===== config.mk =====
export PLATFORM = sky130hd
export DESIGN_NAME = port_bus_ctrl
export DESIGN_NICKNAME = d
export VERILOG_FILES = /design/src/rtl/pocket_pkg.sv /design/src/rtl/port_if.sv /design/src/rtl/port_sync.sv /design/src/rtl/port_bus_ctrl.sv
export SDC_FILE = /design/constraint.sdc
export NUM_CORES = 1
export LEC_CHECK = 0
export BUFFER_PORTS_ARGS = -buffer_cell sky130_fd_sc_hd__buf_2
export CAP_MARGIN = 40
export CORE_ASPECT_RATIO = 0.75
export CORE_UTILIZATION = 40
export DETAILED_ROUTE_END_ITERATION = 6
export PLACE_DENSITY = 0.67
export SLEW_MARGIN = 20
export SYNTH_ARGS = -nofsm -noshare
export SYNTH_HDL_FRONTEND = slang
export SYNTH_SLANG_ARGS = --single-unit

===== constraint.sdc =====
create_clock -name clk -period 1.7 [get_ports clk]
set_clock_uncertainty 0.05 [all_clocks]
set_input_delay 0.34 -clock clk [delete_from_list [all_inputs] [get_ports clk]]
set_output_delay 0.34 -clock clk [all_outputs]
set_load 0.01 [all_outputs]

===== src/rtl/pocket_pkg.sv =====
// Shared types for the pocket port interface and its bus controller.
package pocket_pkg;

  typedef enum logic {
    FROM_PORT = 1'b0,
    TO_PORT   = 1'b1
  } port_dir_e;

  typedef enum logic [1:0] {
    IDLE    = 2'd0,
    READ    = 2'd1,
    DRIVE   = 2'd2,
    RECOVER = 2'd3
  } port_bus_state_e;

  // Bits needed to hold the larger of two down-counter loads, never below 1.
  function automatic int cnt_width(input int a, input int b);
    int m;
    m = (a > b) ? a : b;
    return (m < 1) ? 1 : $clog2(m + 1);
  endfunction

endpackage


===== src/rtl/port_if.sv =====
// Bidirectional port interface bundle: direction, outbound and inbound data.
interface port_if
  import pocket_pkg::*;
#(
  parameter int DATA_WIDTH = 8
);
  port_dir_e               dir;
  logic [DATA_WIDTH-1:0]   to_port;
  logic [DATA_WIDTH-1:0]   from_port;
endinterface


===== src/rtl/port_sync.sv =====
// Parameterised-width two-flop synchronizer, reset to zero.
module port_sync #(
  parameter int WIDTH = 8
) (
  input  logic             clk,
  input  logic             reset_n,
  input  logic [WIDTH-1:0] d,
  output logic [WIDTH-1:0] q
);

  logic [WIDTH-1:0] meta;

  always_ff @(posedge clk or negedge reset_n) begin
    if (!reset_n) begin
      meta <= '0;
      q    <= '0;
    end else begin
      meta <= d;
      q    <= meta;
    end
  end

endmodule


===== src/rtl/port_bus_ctrl.sv =====
// Single-beat read/write bus cycle controller with wait states and turnaround.
// Optional PORT_BUS_SYNC_EN adds a 2-flop synchronizer on from_port.
//   state   | meaning
//   IDLE    | ready for a request, bus released
//   READ    | bus released, waiting to sample from_port
//   DRIVE   | FPGA drives to_port
//   RECOVER | turnaround gap before the write acknowledge
module port_bus_ctrl
  import pocket_pkg::*;
#(
  parameter int DATA_WIDTH  = 8,
  parameter int WAIT_CYCLES = 2,
  parameter int TURN_CYCLES = 1
) (
  input  logic                  clk,
  input  logic                  reset_n,
  input  logic                  req_valid,
  output logic                  req_ready,
  input  logic                  req_write,
  input  logic [DATA_WIDTH-1:0] req_data,
  output logic                  rsp_valid,
  output logic [DATA_WIDTH-1:0] rsp_data,
  output port_dir_e             dir,
  output logic [DATA_WIDTH-1:0] to_port,
  input  logic [DATA_WIDTH-1:0] from_port,
  output logic                  busy
);

  port_if #(.DATA_WIDTH(DATA_WIDTH)) pif ();

  logic [DATA_WIDTH-1:0] from_use;

`ifdef PORT_BUS_SYNC_EN
  // Two extra read cycles so the sample reflects the same bus window.
  localparam int RD_LOAD = WAIT_CYCLES + 2;
  port_sync #(.WIDTH(DATA_WIDTH)) u_sync (
    .clk     (clk),
    .reset_n (reset_n),
    .d       (pif.from_port),
    .q       (from_use)
  );
`else
  localparam int RD_LOAD = WAIT_CYCLES;
  assign from_use = pif.from_port;
`endif

  localparam int WR_LOAD   = WAIT_CYCLES;
  localparam int TURN_LOAD = (TURN_CYCLES > 0) ? TURN_CYCLES - 1 : 0;
  localparam int CNT_W     = cnt_width(RD_LOAD, TURN_CYCLES);

  port_bus_state_e       state_q, state_d;
  logic [CNT_W-1:0]      cnt_q, cnt_d;
  port_dir_e             dir_q, dir_d;
  logic [DATA_WIDTH-1:0] to_q, to_d;
  logic                  rsp_valid_q, rsp_valid_d;
  logic [DATA_WIDTH-1:0] rsp_data_q, rsp_data_d;

  assign pif.dir       = dir_q;
  assign pif.to_port   = to_q;
  assign pif.from_port = from_port;

  assign dir       = pif.dir;
  assign to_port   = pif.to_port;
  assign rsp_valid = rsp_valid_q;
  assign rsp_data  = rsp_data_q;
  assign req_ready = (state_q == IDLE);
  assign busy      = (state_q != IDLE);

  always_ff @(posedge clk or negedge reset_n) begin
    if (!reset_n) begin
      state_q     <= IDLE;
      cnt_q       <= '0;
      dir_q       <= FROM_PORT;
      to_q        <= '0;
      rsp_valid_q <= 1'b0;
      rsp_data_q  <= '0;
    end else begin
      state_q     <= state_d;
      cnt_q       <= cnt_d;
      dir_q       <= dir_d;
      to_q        <= to_d;
      rsp_valid_q <= rsp_valid_d;
      rsp_data_q  <= rsp_data_d;
    end
  end

  always_comb begin
    state_d     = state_q;
    cnt_d       = cnt_q;
    dir_d       = dir_q;
    to_d        = to_q;
    rsp_valid_d = 1'b0;
    rsp_data_d  = rsp_data_q;
    case (state_q)
      IDLE: begin
        if (req_valid) begin
          if (req_write) begin
            state_d = DRIVE;
            cnt_d   = CNT_W'(WR_LOAD);
            dir_d   = TO_PORT;
            to_d    = req_data;
          end else begin
            state_d = READ;
            cnt_d   = CNT_W'(RD_LOAD);
          end
        end
      end
      READ: begin
        if (cnt_q == '0) begin
          state_d     = IDLE;
          rsp_valid_d = 1'b1;
          rsp_data_d  = from_use;
        end else begin
          cnt_d = cnt_q - CNT_W'(1);
        end
      end
      DRIVE: begin
        if (cnt_q == '0) begin
          dir_d = FROM_PORT;
          to_d  = '0;
          if (TURN_CYCLES == 0) begin
            state_d     = IDLE;
            rsp_valid_d = 1'b1;
          end else begin
            state_d = RECOVER;
            cnt_d   = CNT_W'(TURN_LOAD);
          end
        end else begin
          cnt_d = cnt_q - CNT_W'(1);
        end
      end
      RECOVER: begin
        if (cnt_q == '0) begin
          state_d     = IDLE;
          rsp_valid_d = 1'b1;
        end else begin
          cnt_d = cnt_q - CNT_W'(1);
        end
      end
      default: state_d = IDLE;
    endcase
  end

endmodule


# == Yosys cells after proc, flatten, opt, wreduce, memory -nomap -nowiden ==
# Index checks and enable logic that the tools add are counted.
# totals
regBits,22
ram_bits,0
memories,0
elab_cells,43
rom_bits,0
latch_bits,0
# classes
magnitude_cmp,0
muxes,19
eq_ne,8
bitwise_logic,0
addsub,1
n_reduce_logical,9
n_div,0
mul,0
shift,0
# op_table
op,n
2-to-1 mux 8 bit,3
case mux 8 bit (2 select lines),1
2-to-1 mux 2 bit,7
case mux 2 bit (3 select lines),2
"inequality test 2 bit, second input constant",3
2-to-1 mux 1 bit,5
"== test 2 bit, second input constant",2
logical NOT 2 bit,2
"inequality test 2 x 1 -> 1 bit, second input constant",2
AND reduction 2 bit,2
AND reduction 4 bit,1
nonzero test 2 bit,2
AND reduction 3 bit,1
"== test 2 x 1 -> 1 bit, second input constant",1
case mux 1 bit (2 select lines),1
OR reduction 2 bit,1
"subtractor 2 x 1 -> 2 bit, second input constant",1

# == Longest topological paths before layout ==
# Gate-level depths: netlist (run 1).
# depth
word_depth,4
depth_mapped,6
depth_no_buf,5

# == Worst setup path after synthesis (run 1) ==
# Ideal clock, no wire load.
# synth_timing
path_type,reg2reg
start,register cnt_q[0]
end,register rsp_data_q[0] (netlist: rsp_data[0])
required_time_ps,1525
setup_time_ps,125
setup_slack_ps,287
period_less_slack_ps,1413
stages_incl_launch_ff,6
t_arrival_ps,1238
cell_sequence,dfrtp_1 > inv_1 > ha_1 > buf_6 > nand3_2 > mux2_2
# synth_via
elab_chain_cells,2
# synth_lines
item,line_no,rtl
"start, declared",port_bus_ctrl.sv:52,"logic [CNT_W-1:0] cnt_q, cnt_d;"
"start signal, assigned",port_bus_ctrl.sv:79,cnt_q <= cnt_d;
logical NOT 2 bit,port_bus_ctrl.sv:109,if (cnt_q == '0) begin
AND reduction 2 bit (no line),n/a,
"end signal, assigned",port_bus_ctrl.sv:83,rsp_data_q <= rsp_data_d;
"end, declared",port_bus_ctrl.sv:56,"logic [DATA_WIDTH-1:0] rsp_data_q, rsp_data_d;"
# No other way between the ends.
# A chain may end at the register's enable or synchronous reset.

# == Worst setup path after layout (run 1) ==
# layout_timing
start,register state_q[0]
end,output busy
# layout_via
elab_chain_cells,1
# layout_lines
item,line_no,rtl
"start, declared",port_bus_ctrl.sv:51,"port_bus_state_e state_q, state_d;"
"start signal, assigned",port_bus_ctrl.sv:78,state_q <= state_d;
nonzero test 2 bit,port_bus_ctrl.sv:67,assign busy = (state_q != IDLE);
"end, declared",port_bus_ctrl.sv:26,output logic busy
# No other way between the ends.

==> results.env, run 1 <==
DR.FIRST_ITER.DRC_COUNT=16
TIMING_WORST_SLEW_PIN_VALUE_NS=0.481
MOST_FREQUENT_CELLS_AFTER_SYNTHESIS='22 x sky130_fd_sc_hd__dfrtp_1, 8 x sky130_fd_sc_hd__a22o_1, 8 x sky130_fd_sc_hd__inv_1, 8 x sky130_fd_sc_hd__mux2_2, 4 x sky130_fd_sc_hd__a21oi_1'
TIMING.FINAL.SETUP_VIOLATIONS=0
FINAL.PERIOD_UTILIZATION_PCT=92.4
MOST_INSTANTIATED_LIBRARY_CELL_AFTER_SYNTHESIS='sky130_fd_sc_hd__dfrtp_1'
CLOCK_SINK_COUNT=22
SYNTH-EDFF-COUNT=0
CRIT_FANOUT=11
REQUIRED_NS=1.31
CRIT_PATH_CELL_TRACE='nor2_1 > inv_1 > buf_2'
POST_SYNTH_AND_OR_NAND_NOR_AREA_FRACTION_PCT=5.63
WIRE_PER_INST_UM=11.4
TOTAL_AREA_OF_MULTI_INPUT_COMBINATIONAL_CELLS_UM2=359
GRT_FIRST_PASS_WIRELENGTH_UM=2660
HOLD_PATH.CLASS='in -> reg'
VIA_COUNT=690
GRT_START_MAX_NET_PINS=23
STDCELL_AREA_MM2=0.00124
ROUTED_WIRELENGTH_UM=1710
SYNTH_AREA_PER_CELL_UM2=13.2
IO_BUFFER_COUNT=39
CLOCK_INSERTION_DELAY_WORST_SKEW_NS=0.31
CRIT_START='state_q[0]'
LEAKAGEPOWER_nW=0.652
ROOT_BUFFER='sky130_fd_sc_hd__clkbuf_4'
WORSTSETUPSTARTPOINTTYPE='flop'
GRT_SETUP_UNREPAIRED='no'
WORST_EP_ARRIVAL_TIME_NS=1.18
POST-DP-HPWL_UM=1240
SYNTH_COMPOUND_GATE_AREA_SHARE_PCT=16.1
POST_ROUTE_CELLS_DRIVE_ABOVE_1_SHARE_PCT=50.9
SYNTHXORXNORAREAFRAC_PCT=0.896
MIN-DELAY-START='req_data[1]'
POST_CTS.REPAIR.SETUP_BUFFERS=0
ARITHMETIC_CELL_SHARE_OF_THE_SYNTHESIZED_AREA_COUNTING_FULL_ADDERS_HALF_ADDERS_AND_MAJORITY_GATES_PCT=3.84
DRTPASS1ITERATIONS=4
PERIOD_MINUS_SLACK_NS=1.57
REG2REG_TO='rsp_data[5]'
SEQ_AREA_UM2=553
CRITICAL_PATH.REG2REG.STARTPOINT='cnt_q[0]'
POSTLAYOUTCOREUTIL_PCT=53.8
REG2REGPATHDEPTH=4
WORST_SETUP_HOLD_PATH_CLK_SLEW_NS=0.13
CLOCK_TREE_FROM_TRITONCTS='built'
ROUTE.DETAILED.DRC=0
FINALWEIGHTEDCONGESTION=0.864
ANTENNA-DIODE-COUNT=0
PLACEMENTROWS=15
POWER-PER-CELL-AREA_mW_PER_MM2=1730
FLOORPLAN.CORE_AREA_MM2=0.00231
WHS_ENDPOINT='to_port[1]'
NUM-NETS-FINAL=140
CRITPATHCAPTURETYPE='output port'
TIMING_HOLD_VIOLATIONS_FINAL=0
FLOW.AREA_GROWTH_FROM_SYNTHESIS_PCT=27.0
CTS_MAX_LEVEL=1
MAXSLEWHEADROOM_PCT=67.9
DIEWIDTH_UM=59.1
MAXIMUM_CELL_STAGE_DELAY_ALONG_THE_CRITICAL_PATH_NS=0.52
POST_SYNTH_NUM_CELL_TYPES=21
MIN_PATH_CELLS=2
MAXSLEWVIOLCOUNT=0
CLOCK_TREE.BUFFER_DEPTH=2
FINAL_ANTENNA_NET_COUNT=0
FILLER_CELL_COUNT=224
STATUS='finished, final reports clean'
START_UTIL_PCT=42.3
CRIT_PATH_TOP_DELAY_CELL='sky130_fd_sc_hd__dfrtp_2'
SHARE_OF_CELL_AREA_TAKEN_BY_MUXES_AFTER_SYNTHESIS_PCT=10.2
CTS_INSERTED_BUFFERS=3
VIASPERCELL=4.60
SYNTH_SEQUENTIAL_AREA_RATIO_PCT=56.3
GRTUSAGETOTAL_PCT=13.9
YS_FF_LATCH=22
NUMBER_OF_GLOBAL_ROUTE_VIAS_BEFORE_REPAIR=594
SYNTH-ASYNC-RESET-RATIO_PCT=100
SYNTHDOMINANTCELLAREASHARE_PCT=56.3
FLOORPLAN.IO_PINS=40
SYNTH_TOP_FLOP_CELL='sky130_fd_sc_hd__dfrtp_1'
DIE_H_UM=44.8
CAP_VIOLATIONS=0
VDD_DROP_MAX_mV=0.900
SYNTH_AREA_UM2=977
PLACEMENT.CELL_AREA_MM2=0.00119
YS_WARN_COUNT=0
POST_SYNTH_MAIN_AREA_CONTRIBUTORS='sky130_fd_sc_hd__dfrtp_1 56%, sky130_fd_sc_hd__mux2_2 9.2%, sky130_fd_sc_hd__a22o_1 7.2%'
SYNTH_NETS=97
GLOBALROUTE.TOTALOVERFLOW=0
YOSYS.AREA.TOP_TYPE='sky130_fd_sc_hd__dfrtp_1'
TOTALNEGATIVESETUPSLACK_NS=0
DIE_AREA_MM2=0.00265
TIMING.FMAX_MHz=636
ANTENNA_FOUND_INITIAL=0
TIMING.SETUP.CRITICAL_PATH_CLASS='reg -> out'
REG2REG_SETUP_SLACK_NS=0.25
SYNTH_TOP_FAMILY_BY_AREA='compound AO/OA/AOI/OAI gates'
POST_SYNTHESIS_CELLS=74
## state kept, by name, indices dropped and copies added (netlist names)
signal / cells
rsp_data: 8
to_port: 8
cnt_q: 2
state_q: 2
dir: 1
rsp_valid: 1
## worst max-delay path by stage
stage | to | depth (start not counted) | slack [ns]
after floorplan | rsp_data[0] | 5 | 0.29
after global placement | rsp_data[5] | 3 | 0.27
after CTS | busy | 3 | 0.05
after global routing | busy | 3 | 0.02
final | busy | 3 | 0.13
after detailed placement | rsp_data[5] | 4 | 0.21
## critical path, delay by kind of cell (launching register included)
family	cells	cell delay (ns)
flip-flops	1	0.52
buffers and inverters	2	0.20
AND/OR/NAND/NOR	1	0.15
## layer usage
layer	vias up	track usage (%)	wire length, um
met4	0	1.43	0
li1	345	-	-
met1	319	17.6	832
met3	0	6.02	104
met5	-	0	0
met2	26	23.0	768
## per-stage QoR
stage	total power [mW]	worst slack [ns]	hold WS, ns	cells
4_1_cts	2.17	0.0486	0.184	150
3_5_place_dp	1.87	0.212	0.278	145
3_3_place_gp	1.85	0.265	0.276	145
5_1_grt	2.33	0.0212	0.176	150
6_report	2.14	0.129	0.193	150
2_1_floorplan	1.58	0.287	-0.00559	74
## cell families after synthesis
group | count (synthesis)
xor+xnor | 1
fa+ha+maj | 3
mux | 9
flops | 22
buf+inv | 12
compound gates | 20
simple gates | 7
## cells in the final DEF (no fill, tap or decap)
master and n:
sky130_fd_sc_hd__buf_2 39, sky130_fd_sc_hd__dfrtp_1 20, sky130_fd_sc_hd__inv_1 8, sky130_fd_sc_hd__mux2_2 8
sky130_fd_sc_hd__a22o_1 8, sky130_fd_sc_hd__a21oi_1 4, sky130_fd_sc_hd__nand2_1 3, sky130_fd_sc_hd__o21ai_0 3
sky130_fd_sc_hd__ha_1 3, sky130_fd_sc_hd__clkbuf_4 3, sky130_fd_sc_hd__buf_4 2, sky130_fd_sc_hd__dfrtp_2 2
sky130_fd_sc_hd__nor2_1 1, sky130_fd_sc_hd__o22ai_1 1, sky130_fd_sc_hd__nand3_2 1, sky130_fd_sc_hd__o31ai_1 1
sky130_fd_sc_hd__mux2i_1 1, sky130_fd_sc_hd__a31oi_1 1, sky130_fd_sc_hd__nor4bb_4 1, sky130_fd_sc_hd__a31oi_4 1
sky130_fd_sc_hd__nand3_1 1, sky130_fd_sc_hd__xor2_1 1, sky130_fd_sc_hd__o311a_2 1, sky130_fd_sc_hd__clkbuf_8 1
sky130_fd_sc_hd__dlygate4sd3_1 1
## area by class of cell
class | instances | share of cell area (%)
Sequential cell | 22 | 44.6
Multi-Input combinational cell | 40 | 28.9
Clock buffer | 4 | 2.92
Tap cell | 34 | 3.43
Timing Repair Buffer | 42 | 17.7
Inverter | 8 | 2.42
## where the power goes
part           leakage, nW  total [mW]  internal (mW)  switching [mW]
Sequential           0.266       0.955          0.767           0.188
Clock               0.0210       0.286          0.131           0.155
Combinational        0.365       0.902          0.460           0.442
Total                0.652        2.14           1.36           0.786
## repair_timing
item,4_1_cts,5_1_grt
hold endpoints to repair,22,0
hold buffers,1,0
resized for setup,0,2
endpoints found under the setup margin,0,1
(Power assumes the default switching activity.)
==> run 2: changes to the inputs <==
REMOVE_ABC_BUFFERS = 1   (was not set)
==> run 2 against run 1 <==
Net effect: non-clock buffer count did not move; sequential power decreased by 0.7%; sequential cell count did not move; critical endpoint unchanged; fmax down 1.9%.
==> results.env, run 2 (same netlist as run 1, synthesis figures left out) <==
POST-DP-HPWL_UM=1250  # was 1240 um
START_UTIL_PCT=42.3  # unchanged
CRITICAL_PATH.N_BUFFERS_INVERTERS=2  # unchanged
CLOCK_TREE_FROM_TRITONCTS='built'  # unchanged
REG2REGPATHDEPTH=4  # unchanged
CRIT_START='state_q[0]'  # unchanged
GRT_SETUP_UNREPAIRED='no'  # unchanged
PLACEMENTROWS=15  # unchanged
CRIT_PATH_TOP_DELAY_CELL='sky130_fd_sc_hd__dfrtp_1'  # was sky130_fd_sc_hd__dfrtp_2
POST_CTS.REPAIR.SETUP_BUFFERS=0  # unchanged
HOLD_PATH.CLASS='in -> reg'  # unchanged
CRIT_FANOUT=11  # unchanged
CATEGORY_OF_CELLS_ACCOUNTING_FOR_THE_LARGEST_SHARE_OF_CRITICAL_PATH_DELAY='flip-flops'  # unchanged
FINAL_CELL_COUNT_WITHOUT_FILLERS=150  # unchanged
ANTENNA-DIODE-COUNT=0  # unchanged
MAXIMUM_CELL_STAGE_DELAY_ALONG_THE_CRITICAL_PATH_NS=0.54  # was 0.52 ns
MOST_COMMON_CELL_AFTER_LAYOUT_FILL_AND_TAPS_ASIDE='sky130_fd_sc_hd__buf_2'  # unchanged
PERIOD_MINUS_SLACK_NS=1.60  # was 1.57 ns
CLOCK_INSERTION_DELAY_WORST_SKEW_NS=0.30  # was 0.31 ns
TIMING_HOLD_VIOLATIONS_FINAL=0  # unchanged
CTS_INSERTED_BUFFERS=3  # unchanged
ANTENNA_FOUND_INITIAL=0  # unchanged
NUM-NETS-FINAL=140  # unchanged
PLACED_CELL_COUNT=145  # unchanged
ROUTE.DETAILED.DRC=0  # unchanged
WORST_SETUP_HOLD_PATH_CLK_SLEW_NS=0.11  # was 0.13 ns
GRT_START_MAX_NET_PINS=23  # unchanged
CAP_VIOLATIONS=0  # unchanged
REG2REG_SETUP_SLACK_NS=0.17  # was 0.25 ns
COMB_POWER_SHARE_PCT=42.3  # was 42.1%
FINALWEIGHTEDCONGESTION=0.750  # was 0.864
FLOORPLAN.IO_PINS=40  # unchanged
GLOBALROUTE.TOTALOVERFLOW=0  # unchanged
POWER-PER-CELL-AREA_mW_PER_MM2=1710  # was 1730 mW/mm2
WHS_ENDPOINT='to_port[2]'  # was to_port[1]
FLOORPLAN.CORE_AREA_MM2=0.00231  # unchanged
POST_ROUTE_CELLS_DRIVE_ABOVE_1_SHARE_PCT=49.1  # was 50.9%
WIRE_PER_INST_UM=11.3  # was 11.4 um
STATUS='finished, final reports clean'  # unchanged
LAYOUT.CELLS.MOST_COMMON_LIST='39 x sky130_fd_sc_hd__buf_2, 22 x sky130_fd_sc_hd__dfrtp_1, 8 x sky130_fd_sc_hd__inv_1, 8 x sky130_fd_sc_hd__mux2_2, 8 x sky130_fd_sc_hd__a22o_1'  # was 39 x sky130_fd_sc_hd__buf_2, 20 x sky130_fd_sc_hd__dfrtp_1, 8 x sky130_fd_sc_hd__inv_1, 8 x sky130_fd_sc_hd__mux2_2, 8 x sky130_fd_sc_hd__a22o_1
CTS.REPAIR.RESIZED=0  # unchanged
TIMING.SETUP.CRITICAL_PATH_CLASS='reg -> out'  # unchanged
MIN_PATH_CELLS=2  # unchanged
ROUTED_WIRELENGTH_UM=1690  # was 1710 um
LEAKAGEPOWER_nW=0.654  # was 0.652 nW
CLOCK_SINK_COUNT=22  # unchanged
MAXSLEWHEADROOM_PCT=67.5  # was 67.9%
DRTPASS1ITERATIONS=4  # unchanged
DR.FIRST_ITER.DRC_COUNT=33  # was 16
CRITPATHCAPTURETYPE='output port'  # unchanged
CRITICAL_PATH.REG2REG.STARTPOINT='cnt_q[0]'  # unchanged
CRIT_PATH_CELL_TRACE='nor2_1 > inv_1 > buf_2'  # unchanged
WORST_EP_ARRIVAL_TIME_NS=1.21  # was 1.18 ns
DIE_H_UM=44.8  # unchanged
CTSHOLDBUFFERS=1  # unchanged
GRTUSAGETOTAL_PCT=13.9  # about the same
REQUIRED_NS=1.31  # about the same
CTS_MAX_LEVEL=1  # unchanged
VDD_DROP_MAX_mV=0.695  # was 0.900 mV
DIE_AREA_MM2=0.00265  # unchanged
FINAL.PERIOD_UTILIZATION_PCT=94.2  # was 92.4%
TOTALNEGATIVESETUPSLACK_NS=0  # unchanged
WHS_NS=0.211  # was 0.193 ns
TIMING.FINAL.SETUP_VIOLATIONS=0  # unchanged
POST-LAYOUT-TOTAL-POWER_mW=2.12  # was 2.14 mW
CELL_INTERNAL_POWER_DISSIPATION_mW=1.35  # was 1.36 mW
CLOCK_TREE.BUFFER_DEPTH=2  # unchanged
VIASPERCELL=4.52  # was 4.60
TIMING.FMAX_MHz=624  # was 636 MHz
REG2REG_TO='rsp_data[5]'  # unchanged
GRT_FIRST_PASS_WIRELENGTH_UM=2670  # was 2660 um
POWER.SHARE.CLOCK_PCT=13.0  # was 13.3%
MIN-DELAY-START='req_data[2]'  # was req_data[1]
VIA_COUNT=678  # was 690
DIEWIDTH_UM=59.1  # unchanged
IO_BUFFER_COUNT=39  # unchanged
NUMBER_OF_GLOBAL_ROUTE_VIAS_BEFORE_REPAIR=618  # was 594
WORSTSETUPSTARTPOINTTYPE='flop'  # unchanged
MAXSLEWVIOLCOUNT=0  # unchanged
FINAL_ANTENNA_NET_COUNT=0  # unchanged
SEQ_POWER_SHARE_PCT=44.7  # was 44.6%
ROOT_BUFFER='sky130_fd_sc_hd__clkbuf_4'  # unchanged
FLOW.AREA_GROWTH_FROM_SYNTHESIS_PCT=26.8  # was 27.0%
P_SWITCHING_uW=770  # was 786 uW
TIMING_WORST_SLEW_PIN_VALUE_NS=0.487  # was 0.481 ns
SW_FRAC_OF_TOTAL_PCT=36.3  # was 36.7%
==> run 2: cell counts in the layout (fill, tap and decap cells not counted) <==
Identical to the previous run, type by type.
==> run 2: power groups by stage <==
stage	registers [mW]	logic (mW)	clock network [mW]
after floorplan	1.03	0.485	0
after global placement	0.951	0.900	0
after detailed placement	0.956	0.913	0
after CTS	0.948	0.916	0.297
after global routing	0.985	1.00	0.327
final	0.948	0.898	0.277
==> run 2: cell type report <==
class / count / area (um2)
Fill cell: 226 / 1070
Timing Repair Buffer: 42 / 220
Clock buffer: 4 / 36.3
Multi-Input combinational cell: 40 / 359
Inverter: 8 / 30.0
Tap cell: 34 / 42.5
Sequential cell: 22 / 551
==> run 2: how the worst max path moves through the flow <==
stage                     slack, ns           to  depth (start not counted)
final                           0.1         busy                          3
after global routing          0.006         busy                          3
after CTS                      0.08         busy                          3
after detailed placement       0.17  rsp_data[5]                          4
after global placement         0.24  rsp_data[6]                          4
after floorplan                0.23  rsp_data[0]                          4
==> run 2: through the flow <==
| step | worst slack (ns) | utilization, % | area (um2) |
|---|---|---|---|
| 3_3_place_gp | 0.243 | 51.7 | 1190 |
| 3_5_place_dp | 0.174 | 51.7 | 1190 |
| 4_1_cts | 0.0824 | 53.7 | 1240 |
| 6_report | 0.0978 | 53.7 | 1240 |
| 2_1_floorplan | 0.226 | - | 940 |
| 5_1_grt | 0.00649 | 53.7 | 1240 |
==> run 2: routing by layer <==
metal | GRT usage [%] | wire (um) | vias to the layer above
li1 | - | - | 345
met1 | 17.4 | 847 | 308
met2 | 22.7 | 740 | 25
met3 | 6.02 | 104 | 0
met4 | 2.86 | 0 | 0
met5 | 0 | 0 | -
==> run 3: changes to the inputs <==
CORE_ASPECT_RATIO = not set   (was 0.75)
==> run 3 against run 2 <==
Net effect: sequential power grew 1%; sequential cell count is the same; via count grew 7.2%; register-to-register slack gained 0.07 ns; first-iteration DRC count shrank 79%; critical path type unchanged; largest power group unchanged.
==> results.env, run 3 (same netlist as run 1, synthesis figures left out) <==
STATUS='finished, final reports clean'  # unchanged
NUMBER_OF_GLOBAL_ROUTE_VIAS_BEFORE_REPAIR=664  # was 618
POST-LAYOUT-TOTAL-POWER_mW=2.16  # was 2.12 mW
CRITPATHCAPTURETYPE='output port'  # unchanged
GLOBALROUTE.TOTALOVERFLOW=0  # unchanged
HOLD_PATH.CLASS='in -> reg'  # unchanged
DIE_H_UM=51.4  # was 44.8 um
WIRE_PER_INST_UM=12.7  # was 11.3 um
ANTENNA_FOUND_INITIAL=0  # unchanged
MOST_COMMON_CELL_AFTER_LAYOUT_FILL_AND_TAPS_ASIDE='sky130_fd_sc_hd__buf_2'  # unchanged
DIEWIDTH_UM=51.4  # was 59.1 um
DR.FIRST_ITER.DRC_COUNT=7  # was 33
LAYOUT.CELLS.MOST_COMMON_LIST='39 x sky130_fd_sc_hd__buf_2, 20 x sky130_fd_sc_hd__dfrtp_1, 8 x sky130_fd_sc_hd__inv_1, 8 x sky130_fd_sc_hd__mux2_2, 8 x sky130_fd_sc_hd__a22o_1'  # was 39 x sky130_fd_sc_hd__buf_2, 22 x sky130_fd_sc_hd__dfrtp_1, 8 x sky130_fd_sc_hd__inv_1, 8 x sky130_fd_sc_hd__mux2_2, 8 x sky130_fd_sc_hd__a22o_1
MAXSLEWHEADROOM_PCT=68.2  # was 67.5%
CLOCK_SINK_COUNT=22  # unchanged
CRIT_PATH_CELL_TRACE='nor2_1 > inv_1 > buf_2'  # unchanged
GRTUSAGETOTAL_PCT=15.3  # was 13.9%
ROUTE.DETAILED.DRC=0  # unchanged
FILLER_CELL_COUNT=215  # was 226
VIA_COUNT=727  # was 678
MAXSLEWVIOLCOUNT=0  # unchanged
PLACEMENTROWS=17  # was 15
FINALWEIGHTEDCONGESTION=0.801  # was 0.750
CRIT_PATH_TOP_DELAY_CELL='sky130_fd_sc_hd__dfrtp_2'  # was sky130_fd_sc_hd__dfrtp_1
VDD_DROP_MAX_mV=0.828  # was 0.695 mV
FLOORPLAN.IO_PINS=40  # unchanged
FINAL.PERIOD_UTILIZATION_PCT=92.3  # was 94.2%
GRT_FIRST_PASS_WIRELENGTH_UM=2880  # was 2670 um
WORSTSETUPSTARTPOINTTYPE='flop'  # unchanged
POST_ROUTE_CELLS_DRIVE_ABOVE_1_SHARE_PCT=50.9  # was 49.1%
GRT_START_MAX_NET_PINS=23  # unchanged
CLOCK_TREE.BUFFER_DEPTH=2  # unchanged
NUM-NETS-FINAL=140  # unchanged
DRTPASS1ITERATIONS=4  # unchanged
LEAKAGEPOWER_nW=0.652  # was 0.654 nW
PERIOD_MINUS_SLACK_NS=1.57  # was 1.60 ns
WORST_SETUP_HOLD_PATH_CLK_SLEW_NS=0.12  # was 0.11 ns
DIE_AREA_MM2=0.00264  # was 0.00265 mm2
FLOW.AREA_GROWTH_FROM_SYNTHESIS_PCT=26.2  # was 26.8%
CLOCK_TREE_FROM_TRITONCTS='built'  # unchanged
CAP_VIOLATIONS=0  # unchanged
CRIT_FANOUT=11  # unchanged
TIMING.FMAX_MHz=637  # was 624 MHz
CLOCK_INSERTION_DELAY_WORST_SKEW_NS=0.31  # was 0.30 ns
MAXIMUM_CELL_STAGE_DELAY_ALONG_THE_CRITICAL_PATH_NS=0.52  # was 0.54 ns
TIMING_HOLD_VIOLATIONS_FINAL=0  # unchanged
ROOT_BUFFER='sky130_fd_sc_hd__clkbuf_4'  # unchanged
IO_BUFFER_COUNT=39  # unchanged
GRT_SETUP_UNREPAIRED='no'  # unchanged
POST-DP-HPWL_UM=1330  # was 1250 um
ANTENNA-DIODE-COUNT=0  # unchanged
VIASPERCELL=5.05  # was 4.52
ROUTED_WIRELENGTH_UM=1820  # was 1690 um
FLOORPLAN.CORE_AREA_MM2=0.00225  # was 0.00231 mm2
FINAL_ANTENNA_NET_COUNT=0  # unchanged
TOTALNEGATIVESETUPSLACK_NS=0  # unchanged
TIMING.FINAL.SETUP_VIOLATIONS=0  # unchanged
TIMING_WORST_SLEW_PIN_VALUE_NS=0.477  # was 0.487 ns
POWER-PER-CELL-AREA_mW_PER_MM2=1750  # was 1710 mW/mm2
POST_CTS.REPAIR.SETUP_BUFFERS=0  # unchanged
CTS_MAX_LEVEL=1  # unchanged
WORST_EP_ARRIVAL_TIME_NS=1.18  # was 1.21 ns
START_UTIL_PCT=43.3  # was 42.3%
TIMING.SETUP.CRITICAL_PATH_CLASS='reg -> out'  # unchanged
REQUIRED_NS=1.31  # about the same
CTS_INSERTED_BUFFERS=3  # unchanged
[run 3: cell types whose count changed in the layout (fill, tap and decap cells not counted)]
| cell | delta |
|---|---|
| sky130_fd_sc_hd__dfrtp_1 | -2 |
| sky130_fd_sc_hd__dfrtp_2 | +2 |
[run 3: timing repair]
action	in CTS	in global routing
hold buffers	1	0
gates resized for setup	0	2
endpoints found under the setup margin	0	1
hold endpoints to repair	22	0
[run 3: area by class of cell]
cell class,count,area (um2),share of cell area (%)
clock buffer,4,36.3,2.94
inverter,8,30.0,2.43
multi-input combinational,40,359,29.1
sequential,22,553,44.8
tap,28,35.0,2.84
timing repair buffer,42,220,17.8
[run 3: worst max-delay path: cells and delay by family, from the launching register on]
| kind | cells | cell delay (ns) |
|---|---|---|
| flops | 1 | 0.52 |
| buf+inv | 2 | 0.19 |
| simple gates | 1 | 0.15 |
[run 3: final timing paths]
kind	from	endpoint	slack, ns	cells past startpoint
setup / recovery	state_q[0]	busy	0.13	3
hold / removal	from_port[3]	rsp_data[3]	0.20	2
setup reg to reg	cnt_q[0]	to_port[6]	0.24	5
hold reg to reg	to_port[0]	to_port[0]	0.46	1
max in group asynchronous	reset_n	state_q[1]	0.80	2
min in group asynchronous	reset_n	to_port[4]	0.46	2
[run 3: routing by layer]
layer	wire length [um]	GRT usage, %	up-vias
li1	-	-	342
met1	823	19.1	354
met2	866	24.9	26
met3	86	2.08	5
met4	48	9.46	0
met5	0	0	-
[run 3: power breakdown]
part | total, mW | internal (mW) | leakage [nW] | switching, mW
clock | 0.290 | 0.131 | 0.0210 | 0.159
sequential | 0.959 | 0.767 | 0.266 | 0.192
combinational | 0.913 | 0.461 | 0.365 | 0.452
total | 2.16 | 1.36 | 0.652 | 0.803
[run 3: through the flow]
stage | cell area [um2] | setup slack [ns] | utilization, % | cells | hold slack (ns)
2_1_floorplan | 940 | 0.226 | - | 70 | -0.00559
3_3_place_gp | 1180 | 0.229 | 52.6 | 139 | 0.281
3_5_place_dp | 1180 | 0.202 | 52.6 | 139 | 0.278
4_1_cts | 1230 | 0.0551 | 54.6 | 144 | 0.191
5_1_grt | 1230 | 0.0547 | 54.7 | 144 | 0.193
6_report | 1230 | 0.131 | 54.7 | 144 | 0.197
